**src/rtl/hssi_rst_seq_csr.sv**
```systemverilog
`default_nettype none
// ============================================================================
// Module   : hssi_rst_seq_csr
// Brief    : HSSI per-channel reset sequencer behind a 64-bit CSR block.
//            Optional FORCE_RST direct override built when HSSI_RST_SEQ_FORCE_EN
//            is defined.
// Revision : 1.0 - initial release
// ============================================================================
module hssi_rst_seq_csr #(
   parameter int NUM_CH      = 16,
   parameter int ADDR_WIDTH  = 11,
   parameter int ACK_TIMEOUT = 1023
) (
   input  logic                  clk,
   input  logic                  rst_n,
   input  logic                  csr_write,
   input  logic [ADDR_WIDTH-1:0] csr_waddr,
   input  logic [63:0]           csr_wdata,
   input  logic                  csr_read,
   input  logic [ADDR_WIDTH-1:0] csr_raddr,
   output logic [63:0]           csr_readdata,
   output logic                  csr_readdata_valid,
   output logic [NUM_CH-1:0]     o_axis_tx_areset,
   output logic [NUM_CH-1:0]     o_axis_rx_areset,
   output logic [NUM_CH-1:0]     o_tx_rst,
   output logic [NUM_CH-1:0]     o_rx_rst,
   input  logic [NUM_CH-1:0]     i_tx_rst_ack,
   input  logic [NUM_CH-1:0]     i_rx_rst_ack,
   input  logic [NUM_CH-1:0]     i_tx_pll_locked,
   input  logic [NUM_CH-1:0]     i_rx_pcs_ready
);

   localparam int c_CH_W  = (NUM_CH > 1) ? $clog2(NUM_CH) : 1;
   localparam int c_TMR_W = $clog2(ACK_TIMEOUT + 1);
   localparam int c_IDX_W = ADDR_WIDTH - 3;

   localparam logic [c_TMR_W-1:0] c_TMR_MAX = c_TMR_W'(ACK_TIMEOUT);

   localparam logic [c_IDX_W-1:0] c_A_REQ     = c_IDX_W'(0);
   localparam logic [c_IDX_W-1:0] c_A_DONE    = c_IDX_W'(1);
   localparam logic [c_IDX_W-1:0] c_A_TMO     = c_IDX_W'(2);
   localparam logic [c_IDX_W-1:0] c_A_SEQ     = c_IDX_W'(3);
   localparam logic [c_IDX_W-1:0] c_A_STATUS  = c_IDX_W'(4);
   localparam logic [c_IDX_W-1:0] c_A_SCRATCH = c_IDX_W'(5);
`ifdef HSSI_RST_SEQ_FORCE_EN
   localparam logic [c_IDX_W-1:0] c_A_FORCE   = c_IDX_W'(6);
`endif

   localparam logic [2:0] c_ST_IDLE         = 3'd0;
   localparam logic [2:0] c_ST_AXIS_ASSERT  = 3'd1;
   localparam logic [2:0] c_ST_RST_ASSERT   = 3'd2;
   localparam logic [2:0] c_ST_RST_RELEASE  = 3'd3;
   localparam logic [2:0] c_ST_AXIS_RELEASE = 3'd4;

   function automatic logic [31:0] pad32(input logic [NUM_CH-1:0] v);
      logic [31:0] r;
      r = '0;
      r[NUM_CH-1:0] = v;
      return r;
   endfunction

   function automatic logic [NUM_CH-1:0] onehot(input logic [c_CH_W-1:0] idx);
      logic [NUM_CH-1:0] r;
      r = '0;
      r[idx] = 1'b1;
      return r;
   endfunction

   function automatic logic [c_CH_W-1:0] lowest_set(input logic [NUM_CH-1:0] v);
      logic [c_CH_W-1:0] r;
      r = '0;
      for (int i = NUM_CH - 1; i >= 0; i--) begin
         if (v[i]) r = c_CH_W'(i);
      end
      return r;
   endfunction

   logic [2:0]         state_q, state_d;
   logic [c_CH_W-1:0]  ch_q, ch_d;
   logic [c_TMR_W-1:0] timer_q, timer_d;
   logic [NUM_CH-1:0]  axis_q, axis_d;
   logic [NUM_CH-1:0]  rst_q, rst_d;
   logic [NUM_CH-1:0]  pending_q, pending_d;
   logic [NUM_CH-1:0]  done_q, done_d;
   logic [NUM_CH-1:0]  tmo_q, tmo_d;
   logic [63:0]        scratch_q, scratch_d;
   logic [63:0]        rdata_q, rdata_d;
   logic               rvalid_q;
`ifdef HSSI_RST_SEQ_FORCE_EN
   logic [NUM_CH-1:0]  force_tx_q, force_tx_d;
   logic [NUM_CH-1:0]  force_rx_q, force_rx_d;
`endif

   logic               w_launch;
   logic [NUM_CH-1:0]  w_set_done;
   logic [NUM_CH-1:0]  w_set_tmo;
   logic               w_tx_ack;
   logic               w_rx_ack;
   logic [c_IDX_W-1:0] w_widx;
   logic [c_IDX_W-1:0] w_ridx;
   logic [NUM_CH-1:0]  w_wmask;
   logic               w_unused_addr_lsb;

   assign w_widx            = csr_waddr[ADDR_WIDTH-1:3];
   assign w_ridx            = csr_raddr[ADDR_WIDTH-1:3];
   assign w_wmask           = csr_wdata[NUM_CH-1:0];
   assign w_tx_ack          = i_tx_rst_ack[ch_q];
   assign w_rx_ack          = i_rx_rst_ack[ch_q];
   assign w_unused_addr_lsb = ^{csr_waddr[2:0], csr_raddr[2:0]};

   // Sequencer state register; outputs are registered from the next-state decode.
   always_ff @(posedge clk or negedge rst_n) begin
      if (!rst_n) begin
         state_q <= c_ST_IDLE;
         ch_q    <= '0;
         timer_q <= '0;
         axis_q  <= '0;
         rst_q   <= '0;
      end else begin
         state_q <= state_d;
         ch_q    <= ch_d;
         timer_q <= timer_d;
         axis_q  <= axis_d;
         rst_q   <= rst_d;
      end
   end

   always_comb begin
      state_d    = state_q;
      ch_d       = ch_q;
      timer_d    = timer_q;
      w_launch   = 1'b0;
      w_set_done = '0;
      w_set_tmo  = '0;
      case (state_q)
         c_ST_IDLE: begin
            if (|pending_q) begin
               ch_d     = lowest_set(pending_q);
               w_launch = 1'b1;
               state_d  = c_ST_AXIS_ASSERT;
            end
         end
         c_ST_AXIS_ASSERT: begin
            timer_d = '0;
            state_d = c_ST_RST_ASSERT;
         end
         c_ST_RST_ASSERT: begin
            if (w_tx_ack && w_rx_ack) begin
               timer_d = '0;
               state_d = c_ST_RST_RELEASE;
            end else if (timer_q == c_TMR_MAX) begin
               w_set_tmo = onehot(ch_q);
               state_d   = c_ST_IDLE;
            end else begin
               timer_d = timer_q + 1'b1;
            end
         end
         c_ST_RST_RELEASE: begin
            if (!w_tx_ack && !w_rx_ack) begin
               state_d = c_ST_AXIS_RELEASE;
            end else if (timer_q == c_TMR_MAX) begin
               w_set_tmo = onehot(ch_q);
               state_d   = c_ST_IDLE;
            end else begin
               timer_d = timer_q + 1'b1;
            end
         end
         c_ST_AXIS_RELEASE: begin
            w_set_done = onehot(ch_q);
            state_d    = c_ST_IDLE;
         end
         default: state_d = c_ST_IDLE;
      endcase
   end

   // AXI-S resets cover every non-idle state; PHY resets only RST_ASSERT.
   always_comb begin
      axis_d = '0;
      rst_d  = '0;
      if (state_d != c_ST_IDLE) axis_d = onehot(ch_d);
      if (state_d == c_ST_RST_ASSERT) rst_d = onehot(ch_d);
   end

   always_comb begin
      pending_d = pending_q;
      if (w_launch) pending_d = pending_d & ~onehot(ch_d);
      if (csr_write && (w_widx == c_A_REQ)) pending_d = pending_d | w_wmask;

      // Hardware set is applied after W1C so it wins a same-cycle collision.
      done_d = done_q;
      if (csr_write && (w_widx == c_A_DONE)) done_d = done_d & ~w_wmask;
      done_d = done_d | w_set_done;

      tmo_d = tmo_q;
      if (csr_write && (w_widx == c_A_TMO)) tmo_d = tmo_d & ~w_wmask;
      tmo_d = tmo_d | w_set_tmo;

      scratch_d = scratch_q;
      if (csr_write && (w_widx == c_A_SCRATCH)) scratch_d = csr_wdata;
`ifdef HSSI_RST_SEQ_FORCE_EN
      force_tx_d = force_tx_q;
      force_rx_d = force_rx_q;
      if (csr_write && (w_widx == c_A_FORCE)) begin
         force_tx_d = csr_wdata[NUM_CH-1:0];
         force_rx_d = csr_wdata[NUM_CH+31:32];
      end
`endif
   end

   always_comb begin
      rdata_d = '0;
      if (csr_read) begin
         case (w_ridx)
            c_A_REQ:     rdata_d = {32'h0, pad32(pending_q)};
            c_A_DONE:    rdata_d = {32'h0, pad32(done_q)};
            c_A_TMO:     rdata_d = {32'h0, pad32(tmo_q)};
            c_A_SEQ: begin
               rdata_d[2:0]  = state_q;
               rdata_d[12:8] = 5'(ch_q);
               rdata_d[16]   = (state_q != c_ST_IDLE);
            end
            c_A_STATUS:  rdata_d = {pad32(i_rx_pcs_ready), pad32(i_tx_pll_locked)};
            c_A_SCRATCH: rdata_d = scratch_q;
`ifdef HSSI_RST_SEQ_FORCE_EN
            c_A_FORCE:   rdata_d = {pad32(force_rx_q), pad32(force_tx_q)};
`endif
            default:     rdata_d = '0;
         endcase
      end
   end

   always_ff @(posedge clk or negedge rst_n) begin
      if (!rst_n) begin
         pending_q  <= '0;
         done_q     <= '0;
         tmo_q      <= '0;
         scratch_q  <= '0;
         rdata_q    <= '0;
         rvalid_q   <= 1'b0;
`ifdef HSSI_RST_SEQ_FORCE_EN
         force_tx_q <= '0;
         force_rx_q <= '0;
`endif
      end else begin
         pending_q  <= pending_d;
         done_q     <= done_d;
         tmo_q      <= tmo_d;
         scratch_q  <= scratch_d;
         rdata_q    <= rdata_d;
         rvalid_q   <= csr_read;
`ifdef HSSI_RST_SEQ_FORCE_EN
         force_tx_q <= force_tx_d;
         force_rx_q <= force_rx_d;
`endif
      end
   end

   assign csr_readdata       = rdata_q;
   assign csr_readdata_valid = rvalid_q;
   assign o_axis_tx_areset   = axis_q;
   assign o_axis_rx_areset   = axis_q;
`ifdef HSSI_RST_SEQ_FORCE_EN
   assign o_tx_rst           = rst_q | force_tx_q;
   assign o_rx_rst           = rst_q | force_rx_q;
`else
   assign o_tx_rst           = rst_q;
   assign o_rx_rst           = rst_q;
`endif

endmodule
`default_nettype wire
```
**config.mk**
```make
export PLATFORM = sky130hd
export DESIGN_NAME = hssi_rst_seq_csr
export DESIGN_NICKNAME = d
export VERILOG_FILES = /design/src/rtl/hssi_rst_seq_csr.sv
export SDC_FILE = /design/constraint.sdc
export NUM_CORES = 1
export LEC_CHECK = 0
export BUFFER_PORTS_ARGS = -buffer_cell sky130_fd_sc_hd__clkbuf_2
export CORE_MARGIN = 1.5
export CORE_UTILIZATION = 28
export CTS_BUF_LIST = sky130_fd_sc_hd__clkbuf_8
export CTS_CLUSTER_SIZE = 10
export DETAILED_ROUTE_END_ITERATION = 6
export GPL_TIMING_DRIVEN = 0
export PLACE_DENSITY = 0.44
export SYNTH_ARGS = -nofsm -noshare
export SYNTH_HDL_FRONTEND = slang
export SYNTH_SLANG_ARGS = --single-unit
export TNS_END_PERCENT = 30
```
**constraint.sdc**
```tcl
create_clock -name clk -period 3.01 [get_ports clk]
set_input_delay 0.4515 -clock clk [delete_from_list [all_inputs] [get_ports clk]]
set_output_delay 0.4515 -clock clk [all_outputs]
set_load 0.01 [all_outputs]
```
==> out/metrics.cfg <==
[setup_path]
slowest_delay_ps=610
cp-start-kind=flop
critPathMaxFanout=9
path_cells=nor4_1 -> nand4_1 -> nand2_1 -> nor3_1 -> a211oi_2 -> nand3_1 -> a22o_1
end_kind=flop
required_ps=3450
critPathSlowestCell=nor4_1
critPathArrivalTime_ps=3330
crit_type=reg2reg

[cells_and_area]
final_cell_count_no_fill=1634
seq_area_um2=5655
finalNetCount=1305
drive_gt1_share_pct=40.24
finish.instance_area_um2=12740
num-fill-cells=3503
area_delta_synth_final_pct=29.24
multi_input_area_um2=3824

[global_routing]
grt_overflow=0
antenna_found_initial=2
first_global_vias=7923
grt_start_max_net_pins=85
grt_pass1_wl_um=47150
grtUsageTotal_pct=17.11

[clock_tree]
cts_tree=built
cts_made_buffers=43
path_clk_slew_ps=60
clock_latency_ps=560
htreeDepth=2
cts_root_buf=clkbuf_8
cts_buffer_depth=3
post_cts_buffers=0
cts_sinks=226

[route]
viasPerCell=4.692
drc_errors=0
drt_iter0_drc=464
wl_um=30760
drtPass1Iterations=4
vias=7667
drt-wirelength-per-cell_um=18.83
ant_nets=0

[floorplan]
start_util_pct=28.47
dieHeight_um=190.7
die_x_um=190.7
core_um2=34630
die_area_um2=36350
io-pin-count=283
rows=68

[synthesis]
yosysWarningCount=0
synth-edff-count=0
synth-async-reset-ratio_pct=100.0
synth_nets=983
syn-instance-count=828
syn_area_um2=9859
ys.flop_type=dfrtp_1
yosysUniqueCellTypes=58
yosysSeqAreaShare_pct=57.36
postSynthAreaPerCell_um2=11.91
synth-seq-cells=226

[place]
place_area_um2=11890
port_buffers=275
dp_cells=1560
hpwlAfterDp_um=22730
place.gp.congestion=0.7962
place_worst_setup_slack_ps=-250.1

[job]
maxCapViolations=0

[timing]
max_clock_freq_mhz=345.9
finalCritPeriodShare_pct=96.06
min_period_ps=2891
worst_slew_pin_slew_ps=897.7
whs_ps=56.77
hold_violations=0
fin_ws_ps=118.7
finClkSkew_ps=18.46
rsz0062_at_grt=yes
relSlewSlack_pct=39.66
setup_viol=0
setup_tns_ps=0
finalMaxSlewViolations=0

[hold_path]
min_path_type=in2reg

[power]
max-vdd-ir-drop_mv=0.2898
cellLeakagePower_nw=6.367
powerDensity_nw_per_um2=693.0

[run_status]
status=complete, no violations

## kinds of logic after synthesis
group | share of synthesized area [%]
buffers and inverters | 4.594
AO/OA/AOI/OAI | 10.38
flip-flops | 57.36
XOR/XNOR | 0.3553
multiplexers | 12.87
AND/OR/NAND/NOR | 14.31
adder cells (fa/ha/maj) | 0.1269
## cells in the mapped netlist (2+ instances only)
cell type	count	area share [%]
nor3b_1	3	0.23
nor3_2	2	0.20
buf_2	2	0.10
a21boi_0	8	0.61
and4_1	3	0.27
a211oi_1	4	0.30
xnor2_1	4	0.36
a22oi_1	14	1.1
inv_1	9	0.34
mux2_2	64	7.3
o21bai_1	2	0.15
nand3b_1	2	0.15
or3_1	4	0.25
buf_4	32	2.4
o21ai_0	29	1.5
nand3_1	24	1.2
a31oi_1	3	0.19
buf_6	2	0.23
nand3_2	2	0.20
nor4b_1	2	0.18
nor4_1	15	0.95
clkbuf_1	36	1.4
nor2b_1	3	0.19
and2_1	35	2.2
nor3_1	19	0.96
mux4_1	4	1.1
nand4b_1	2	0.18
buf_1	3	0.11
nand2b_1	7	0.44
dfrtp_1	226	57
or2_2	2	0.13
and3_1	2	0.13
o31ai_1	18	1.4
mux2i_1	6	0.61
mux4_2	17	3.9
a21o_1	5	0.38
nor2_1	46	1.8
nand4_1	10	0.63
nand2_1	91	3.5
a22o_1	32	2.8
a21oi_1	17	0.86
## area by class of cell
| type | instances | share of cell area [%] |
|---|---|---|
| buffer | 74 | 3.280 |
| sequential | 226 | 44.38 |
| antenna | 1 | 0.01964 |
| inverter | 9 | 0.2651 |
| clock inverter | 23 | 0.7954 |
| multi-input combinational | 518 | 30.01 |
| clock buffer | 50 | 5.401 |
| timing repair buffer | 278 | 11.38 |
| tap | 455 | 4.468 |
## layout by cell type (no fill, tap or decap), types with 5 or more instances in the layout
cell type	count
a21boi_0	8
and2_1	35
inv_1	26
nand4_1	10
a21oi_1	17
nand2_1	90
a22oi_1	14
nor4_1	12
o31ai_1	18
clkbuf_2	276
mux2i_1	6
nor3_1	18
dfrtp_1	226
clkbuf_1	33
mux4_2	17
buf_4	32
nor2_1	46
mux2_2	64
a21o_1	5
nand3_1	24
o21ai_0	29
a22o_1	32
clkbuf_8	51
nand2b_1	7
## critical path, delay by kind of cell, from the launching register on
kind / cells / cell delay (ps)
flops: 1 / 480
compound gates: 2 / 730
simple gates: 5 / 1560
## power breakdown
| part | total, mW | switching (mW) | internal [mW] |
|---|---|---|---|
| combinational | 2.59 | 1.62 | 0.971 |
| sequential | 3.43 | 0.166 | 3.26 |
| clock | 2.81 | 1.31 | 1.50 |
## metal layers
layer	up-vias	GRT usage, %	routed length, µm
met3	58	3.386	1563
li1	3600	-	-
met1	3793	23.75	14050
met5	-	0	17
met4	2	5.754	774
met2	214	26.60	14350
## path summary, 6_finish.rpt
path	slack, ps	start	cells past startpoint	end
worst min register to register	470	scratch_q[21]	1	csr_readdata[21]
worst min-delay path	60	csr_read	1	csr_readdata_valid
min in group asynchronous	520	rst_n	2	timer_q[9]
worst max register to register	120	pending_q[12]	7	pending_q[12]
max in group asynchronous	1270	rst_n	4	scratch_q[24]
worst max-delay path	120	pending_q[12]	7	pending_q[12]
## per-stage QoR
stage / util [%] / total power [mW]
2_1_floorplan: - / 5.093
3_3_place_gp: 34.09 / 5.987
3_5_place_dp: 34.33 / 6.018
4_1_cts: 36.64 / 8.928
5_1_grt: 36.80 / 9.395
6_report: 36.80 / 8.831
## sequential cells by signal (all words and copies together), names as in the netlist
name / cells
ch_q: 4
state_q: 3
csr_readdata: 64
tmo_q: 16
o_rx_rst: 16
done_q: 16
scratch_q: 64
pending_q: 16
csr_readdata_valid: 1
o_axis_rx_areset: 16
timer_q: 10
## what timing repair did
item	CTS	global route
resized for setup	1	11
endpoints found under the hold margin	83	0
pin swaps	0	0
gates cloned	0	0
endpoints found under the setup margin	11	50
hold buffers	1	0
No activity file was read; power rests on OpenSTA's default activity.
